<file path="src/rtl/mii_rx_deframer.sv">
// Receive deframer for a 64-bit MII word stream.
// Strips preamble/SFD and FCS, checks CRC-32 and length, and emits payload beats with keep and frame markers.
module mii_rx_deframer #(
    parameter logic [7:0]  IDLE_CODE       = 8'h07,
    parameter logic [7:0]  START_CODE      = 8'hFB,
    parameter logic [7:0]  TERM_CODE       = 8'hFD,
    parameter logic [7:0]  PREAMBLE_CODE   = 8'h55,
    parameter logic [7:0]  SFD_CODE        = 8'hD5,
    parameter int unsigned MIN_FRAME_BYTES = 64,
    parameter int unsigned MAX_FRAME_BYTES = 1518,
    parameter int unsigned CNT_WIDTH       = 32
) (
    input  logic                 clk,
    input  logic                 i_rst,
    input  logic [63:0]          i_rx_data,
    input  logic [7:0]           i_rx_ctrl,
    output logic [63:0]          o_data,
    output logic [7:0]           o_keep,
    output logic                 o_valid,
    output logic                 o_sof,
    output logic                 o_eof,
    output logic                 o_err,
    output logic                 o_fcs_err,
    output logic                 o_len_err,
    output logic                 o_ctrl_err,
    output logic                 o_pre_err,
    output logic [CNT_WIDTH-1:0] o_good_frames,
    output logic [CNT_WIDTH-1:0] o_bad_frames
);

    localparam int unsigned BCNT_W = $clog2(MAX_FRAME_BYTES + 16);
    localparam logic [BCNT_W-1:0] MIN_B = BCNT_W'(MIN_FRAME_BYTES);
    localparam logic [BCNT_W-1:0] MAX_B = BCNT_W'(MAX_FRAME_BYTES);
    localparam logic [31:0] CRC_POLY    = 32'hEDB88320;
    localparam logic [31:0] CRC_INIT    = 32'hFFFFFFFF;
    localparam logic [31:0] CRC_RESIDUE = 32'hDEBB20E3;

    localparam logic [1:0] S_IDLE  = 2'd0;
    localparam logic [1:0] S_DATA  = 2'd1;
    localparam logic [1:0] S_FLUSH = 2'd2;
    localparam logic [1:0] S_DROP  = 2'd3;

    function automatic logic [31:0] crc_byte(input logic [31:0] c, input logic [7:0] d);
        logic [31:0] r;
        r = c ^ {24'h0, d};
        for (int b = 0; b < 8; b++) begin
            r = r[0] ? ((r >> 1) ^ CRC_POLY) : (r >> 1);
        end
        return r;
    endfunction

    // mask of the lowest n lanes, n in 0..8
    function automatic logic [7:0] lane_mask(input logic [3:0] n);
        logic [7:0] m;
        m = '0;
        for (int i = 0; i < 8; i++) begin
            if (4'(i) < n) m[i] = 1'b1;
        end
        return m;
    endfunction

    logic [1:0]        state, state_n;
    logic [63:0]       hold_data, hold_data_n, flush_data, flush_data_n;
    logic              hold_vld, hold_vld_n, sof_pend, sof_pend_n;
    logic [7:0]        flush_keep, flush_keep_n;
    logic              flush_fcs, flush_fcs_n, flush_len, flush_len_n;
    logic [BCNT_W-1:0] byte_cnt, byte_cnt_n, final_cnt, wide_cnt;
    logic [31:0]       crc, crc_n;
    logic [31:0]       crc_chain [9];

    logic [63:0] data_n;
    logic [7:0]  keep_n;
    logic        valid_n, sof_n, eof_n, err_n, fcs_err_n, len_err_n, ctrl_err_n, pre_err_n;
    logic        good_inc, bad_inc, emit_hold, open_frame, len_bad, fcs_bad;

    logic        is_start, start_ish, term_hit;
    logic [2:0]  term_k;
    logic [7:0]  idle_lane, term_ok;
    logic [6:1]  pre_lane;

    // word classification and per-lane CRC chain
    always_comb begin
        for (int i = 1; i < 7; i++) pre_lane[i] = (i_rx_data[8*i +: 8] == PREAMBLE_CODE);
        for (int i = 0; i < 8; i++) idle_lane[i] = (i_rx_data[8*i +: 8] == IDLE_CODE);
        start_ish = i_rx_ctrl[0] && (i_rx_data[7:0] == START_CODE);
        is_start  = (i_rx_ctrl == 8'h01) && (i_rx_data[7:0] == START_CODE) &&
                    (&pre_lane) && (i_rx_data[63:56] == SFD_CODE);
        term_hit = 1'b0;
        term_k   = '0;
        for (int k = 0; k < 8; k++) begin
            term_ok[k] = i_rx_ctrl[k] && (i_rx_data[8*k +: 8] == TERM_CODE) &&
                         ((i_rx_ctrl & lane_mask(4'(k))) == 8'h00) &&
                         ((i_rx_ctrl | lane_mask(4'(k + 1))) == 8'hFF) &&
                         ((idle_lane | lane_mask(4'(k + 1))) == 8'hFF);
            if (term_ok[k]) begin
                term_hit = 1'b1;
                term_k   = 3'(k);
            end
        end
        crc_chain[0] = crc;
        for (int i = 0; i < 8; i++) crc_chain[i+1] = crc_byte(crc_chain[i], i_rx_data[8*i +: 8]);
    end

    // next-state and next-output logic
    always_comb begin
        state_n      = state;
        hold_data_n  = hold_data;
        hold_vld_n   = hold_vld;
        sof_pend_n   = sof_pend;
        flush_data_n = flush_data;
        flush_keep_n = flush_keep;
        flush_fcs_n  = flush_fcs;
        flush_len_n  = flush_len;
        byte_cnt_n   = byte_cnt;
        crc_n        = crc;
        data_n       = '0;
        keep_n       = '0;
        valid_n      = 1'b0;
        sof_n        = 1'b0;
        eof_n        = 1'b0;
        err_n        = 1'b0;
        fcs_err_n    = 1'b0;
        len_err_n    = 1'b0;
        ctrl_err_n   = 1'b0;
        pre_err_n    = 1'b0;
        good_inc     = 1'b0;
        bad_inc      = 1'b0;
        emit_hold    = 1'b0;
        open_frame   = 1'b0;
        wide_cnt     = byte_cnt + BCNT_W'(8);
        final_cnt    = byte_cnt + BCNT_W'(term_k);
        len_bad      = (final_cnt < MIN_B) || (final_cnt > MAX_B);
        fcs_bad      = (crc_chain[4'(term_k)] != CRC_RESIDUE);

        case (state)
            S_IDLE, S_FLUSH: begin
                if (state == S_FLUSH) begin
                    valid_n   = 1'b1;
                    data_n    = flush_data;
                    keep_n    = flush_keep;
                    eof_n     = 1'b1;
                    err_n     = flush_fcs | flush_len;
                    fcs_err_n = flush_fcs;
                    len_err_n = flush_len;
                    good_inc  = !(flush_fcs | flush_len);
                    bad_inc   = flush_fcs | flush_len;
                end
                state_n = S_IDLE;
                if (is_start)       open_frame = 1'b1;
                else if (start_ish) pre_err_n  = 1'b1;
            end
            S_DATA: begin
                if (i_rx_ctrl == 8'h00) begin
                    byte_cnt_n = wide_cnt;
                    crc_n      = crc_chain[8];
                    emit_hold  = hold_vld;
                    keep_n     = hold_vld ? 8'hFF : 8'h00;
                    if (wide_cnt > MAX_B) begin
                        eof_n      = hold_vld;
                        err_n      = hold_vld;
                        len_err_n  = 1'b1;
                        bad_inc    = 1'b1;
                        hold_vld_n = 1'b0;
                        state_n    = S_DROP;
                    end else begin
                        hold_data_n = i_rx_data;
                        hold_vld_n  = 1'b1;
                    end
                end else if (term_hit) begin
                    state_n    = S_IDLE;
                    hold_vld_n = 1'b0;
                    if (!hold_vld) begin
                        len_err_n = 1'b1;
                        bad_inc   = 1'b1;
                    end else begin
                        emit_hold = 1'b1;
                        keep_n    = lane_mask(4'(term_k) + 4'd4);
                        if (term_k < 3'd5) begin
                            eof_n     = 1'b1;
                            err_n     = len_bad | fcs_bad;
                            fcs_err_n = fcs_bad;
                            len_err_n = len_bad;
                            good_inc  = !(len_bad | fcs_bad);
                            bad_inc   = len_bad | fcs_bad;
                        end else begin
                            flush_data_n = i_rx_data;
                            flush_keep_n = lane_mask(4'(term_k) - 4'd4);
                            flush_fcs_n  = fcs_bad;
                            flush_len_n  = len_bad;
                            state_n      = S_FLUSH;
                        end
                    end
                end else begin
                    // control anomaly (or a fresh START) closes the frame as bad
                    emit_hold  = hold_vld;
                    keep_n     = hold_vld ? 8'hFF : 8'h00;
                    eof_n      = hold_vld;
                    err_n      = hold_vld;
                    ctrl_err_n = 1'b1;
                    bad_inc    = 1'b1;
                    hold_vld_n = 1'b0;
                    state_n    = S_IDLE;
                    open_frame = is_start;
                end
            end
            S_DROP: begin
                if (is_start)      open_frame = 1'b1;
                else if (term_hit) state_n    = S_IDLE;
            end
            default: state_n = S_IDLE;
        endcase

        if (emit_hold) begin
            valid_n    = 1'b1;
            data_n     = hold_data;
            sof_n      = sof_pend;
            sof_pend_n = 1'b0;
        end
        if (open_frame) begin
            state_n    = S_DATA;
            byte_cnt_n = '0;
            crc_n      = CRC_INIT;
            hold_vld_n = 1'b0;
            sof_pend_n = 1'b1;
        end
    end

    always_ff @(posedge clk) begin
        if (i_rst) state <= S_IDLE;
        else       state <= state_n;
    end

    always_ff @(posedge clk) begin
        if (i_rst) begin
            hold_data     <= '0;
            hold_vld      <= 1'b0;
            sof_pend      <= 1'b0;
            flush_data    <= '0;
            flush_keep    <= '0;
            flush_fcs     <= 1'b0;
            flush_len     <= 1'b0;
            byte_cnt      <= '0;
            crc           <= CRC_INIT;
            o_data        <= '0;
            o_keep        <= '0;
            o_valid       <= 1'b0;
            o_sof         <= 1'b0;
            o_eof         <= 1'b0;
            o_err         <= 1'b0;
            o_fcs_err     <= 1'b0;
            o_len_err     <= 1'b0;
            o_ctrl_err    <= 1'b0;
            o_pre_err     <= 1'b0;
            o_good_frames <= '0;
            o_bad_frames  <= '0;
        end else begin
            hold_data  <= hold_data_n;
            hold_vld   <= hold_vld_n;
            sof_pend   <= sof_pend_n;
            flush_data <= flush_data_n;
            flush_keep <= flush_keep_n;
            flush_fcs  <= flush_fcs_n;
            flush_len  <= flush_len_n;
            byte_cnt   <= byte_cnt_n;
            crc        <= crc_n;
            o_data     <= data_n;
            o_keep     <= keep_n;
            o_valid    <= valid_n;
            o_sof      <= sof_n;
            o_eof      <= eof_n;
            o_err      <= err_n;
            o_fcs_err  <= fcs_err_n;
            o_len_err  <= len_err_n;
            o_ctrl_err <= ctrl_err_n;
            o_pre_err  <= pre_err_n;
            if (good_inc && (o_good_frames != '1)) o_good_frames <= o_good_frames + CNT_WIDTH'(1);
            if (bad_inc && (o_bad_frames != '1))   o_bad_frames  <= o_bad_frames + CNT_WIDTH'(1);
        end
    end

endmodule
</file>
<file path="config.mk">
export PLATFORM = sky130hd
export DESIGN_NAME = mii_rx_deframer
export DESIGN_NICKNAME = d
export VERILOG_FILES = /design/src/rtl/mii_rx_deframer.sv
export SDC_FILE = /design/constraint.sdc
export NUM_CORES = 1
export LEC_CHECK = 0
export ABC_AREA = 1
export CAP_MARGIN = 20
export CORE_MARGIN = 2
export CORE_UTILIZATION = 45
export DETAILED_ROUTE_END_ITERATION = 8
export SLEW_MARGIN = 20
export SYNTH_ARGS = -nofsm -noshare
export SYNTH_HDL_FRONTEND = slang
export SYNTH_SLANG_ARGS = --single-unit
</file>
<file path="constraint.sdc">
create_clock -name clk -period 6.9 [get_ports clk]
set_input_delay 1.035 -clock clk [delete_from_list [all_inputs] [get_ports clk]]
set_output_delay 1.035 -clock clk [all_outputs]
set_load 0.01 [all_outputs]
</file>
==> results by group, run 1 <==
Clock network
  – CTS tree: done
  – Clk sinks: 322
  – TritonCTS Buffers: 38
  – Clk_lat worst skew: 580 ps
  – Clock Path Buffers: 3
  – CTS clk-pin slew, worst paths: 60 ps
  – H-tree depth: 2
  – Root Buffer: clkbuf_16

STA
  – Slew Limit Headroom: 21.88%
  – Minimum clock period: 6678 ps
  – Max Slew Vio Count: 0
  – Maximum clock frequency: 0.1497 GHz
  – Worst-margin pin slew: 1161 ps
  – Crit share post-route: 96.79%
  – Final setup violation count: 0
  – Clk_skew: 28.91 ps
  – Final Hold Fails: 0

Synth
  – Synthesized instance count: 4498
  – Number of synthesized flops with an enable pin: 0
  – Syn nets: 4576
  – Post-synthesis sequential area ratio: 24.35%
  – Mux contribution to synthesized area: 0%
  – Cell taking the most area after synthesis: nand2_1
  – Post-synth ARST share: 0%
  – Top-count cell post-synth: nand2_1
  – Largest family of logic cells by synthesized area: simple AND/OR/NAND/NOR gates
  – Yosys reg bits: 322
  – Ys flop type: dfxtp_1
  – Count of warnings emitted by yosys: 0
  – Synth Area in Compound Gates: 10.28%
  – Area share of and/or/nand/nor cells after synthesis: 50.39%
  – Post-synthesis adder-cell area fraction: 0.1891%
  – Most frequent cells after synthesis: 1734 x nand2_1, 691 x nand3_1, 322 x dfxtp_1
  – Avg Cell Area, Syn: 5.885 um^2
  – Fraction of synthesized cell area in xor and xnor cells: 7.289%
  – Synth Cell Area: 0.02647 mm^2
  – Synth top area share: 24.59%
  – Largest cells by area after synthesis: nand2_1 25%, dfxtp_1 24%, nand3_1 13%, a21oi_1 5.8%, xor2_1 4.4%
  – Yosys cell types: 52

Place
  – Port Buf Inserts: 217
  – GP Congestion: 1.062
  – Post-DP HPWL: 93370 um
  – Dpl cell area: 0.03422 mm^2

Route
  – Met1 WL: 49850 um
  – Post-route ant nets: 0
  – Routed wire length: 120800 um
  – Vias post-DR: 34640
  – Residual DRC: 0
  – DR pass1 iterations: 6
  – Top Metal Used: met4
  – DR vias/cell: 5.604
  – DR iter-0 viols: 3154
  – WL met2: 53820 um
  – WL per Instance: 19.54 um
  – Met3 wire len: 11570 um

Finish
  – Finished Cell Area: 0.03992 mm^2
  – # fillers: 5276
  – Nets: 5466
  – Syn-to-layout area delta: 50.81%
  – Diodes inserted: 0
  – Share of layout cells above drive strength 1: 32.25%
  – Area occupied by multi-input gates: 0.02153 mm^2
  – Register area: 0.006449 mm^2

GRT
  – Total gr overflow: 0
  – Vias in the first global route: 30740
  – Initial antenna violation count: 1
  – Gr usage total: 37.25%
  – First-pass GRT wire length: 175600 um
  – Largest net degree at the start of global routing: 131

Worst setup path
  – CP delay by family, top: simple AND/OR/NAND/NOR gates
  – R2r setup slk: 310 ps
  – CP Data Required Time: 7300 ps
  – CP arrival: 7080 ps
  – Kind of critical path: in2reg
  – CP max-delay cell: clkbuf_16
  – Most numerous cell on the critical path: nand2_2
  – Setup crit end kind: flip-flop
  – WP buf/inv: 13
  – CP max FO: 8
  – Slowest stage delay, CP: 180 ps
  – Worst setup SP type: primary input

Floorplanning
  – DIE AREA: 0.06078 mm^2
  – Die span in x: 246.5 um
  – I/O pins: 218
  – Cell Rows: 88
  – Core area: 0.05792 mm^2
  – Die height: 246.5 um
  – Starting Density: 45.70%

Run status
  – Outcome: finished clean

Min path
  – Worst Hold Class: reg2reg

Job
  – Max-cap violations: 0
-- layer usage --
metal  global-route usage, %  vias to the layer above
li1                        -                    16600
met1                   49.53                    16120
met2                   59.33                     1584
met3                   7.331                      343
met4                   14.14                        0
met5                       0                        -
-- worst min-delay path: cells and delay by family, from the launching register on --
kind | cells | cell delay [ps]
DFF | 1 | 310
buffers and inverters | 1 | 50
AOI/OAI and AO/OA | 1 | 50
-- cell usage in the layout, fill, tap and decap left out, types with 11 or more instances in the layout --
cell type,count
xor2_1,119
nor4_1,60
inv_1,290
buf_12,27
nand2_2,395
nand4_1,58
nand2_1,1356
clkbuf_16,39
nor2_1,145
xor2_2,23
clkdlybuf4s50_1,206
buf_4,705
dfxtp_1,320
nand3_2,199
o211ai_1,16
o21ai_0,139
nand3_4,54
o21ai_1,11
buf_6,28
nand2_4,145
nor3_1,73
nand3_1,468
inv_2,42
a21oi_1,304
nand2_8,14
xnor2_1,32
-- state kept, by name (all words and copies together), names as in the netlist, 2 cells and up --
| name | count |
|---|---|
| state | 2 |
| hold_data | 64 |
| o_bad_frames | 32 |
| o_keep | 8 |
| flush_keep | 4 |
| o_good_frames | 32 |
| crc | 32 |
| flush_data | 64 |
| byte_cnt | 8 |
| o_data | 64 |
-- cells by family after synthesis --
| logic type | after synthesis |
|---|---|
| simple gates | 2995 |
| compound gates | 511 |
| buf+inv | 473 |
| flops | 322 |
| xor+xnor | 193 |
| fa+ha+maj | 4 |
-- metrics by stage --
step                      TNS (ps)  hold WS, ps  utilization, %  cells  setup slack, ps
after floorplan                  0        424.7               -   4498            926.2
after global placement      -92980        432.5           59.08   6019            -1086
after detailed placement    -99810        438.1           59.08   6019            -1185
after CTS                        0        446.8           62.97   6107           0.2855
after global routing         -2667        474.4           68.93   6182           -107.6
final                            0        447.7           68.93   6182            221.8
-- path summary, 6_finish.rpt --
| path | from | end | depth (start not counted) |
|---|---|---|---|
| worst max register to register | crc[0] | o_good_frames[12] | 58 |
| worst min-delay path | flush_data[59] | flush_data[59] | 2 |
| worst min register to register | flush_data[59] | flush_data[59] | 2 |
| worst max-delay path | i_rx_data[0] | o_good_frames[12] | 59 |
-- area by class of cell --
type	instances	area share [%]
multi-input cells	3706	53.93
clock buffers	47	2.642
well taps	765	2.398
clock inverters	22	0.6739
repair buffers	979	20.95
flip-flops and latches	322	16.15
inverters	341	3.250
-- timing repair --
action,4_1_cts,5_1_grt
cloned,2,4
buffers inserted,17,70
setup endpoints to repair,95,95
resized for setup,194,713
hold buffers,0,0
pin swaps,27,176
hold endpoints to repair,0,0
Power of run 1 is left out: the tool's default activity adds up to more than one toggle a clock period on the data nets, which glitch-free logic cannot reach.
==> run 2, diff against run 1 <==
SKIP_LAST_GASP = 1   (was default)
==> results of run 2 <==
The final DEF is identical to that of run 1; final timing and power are the same.
Power of run 2 is left out for the same reason.
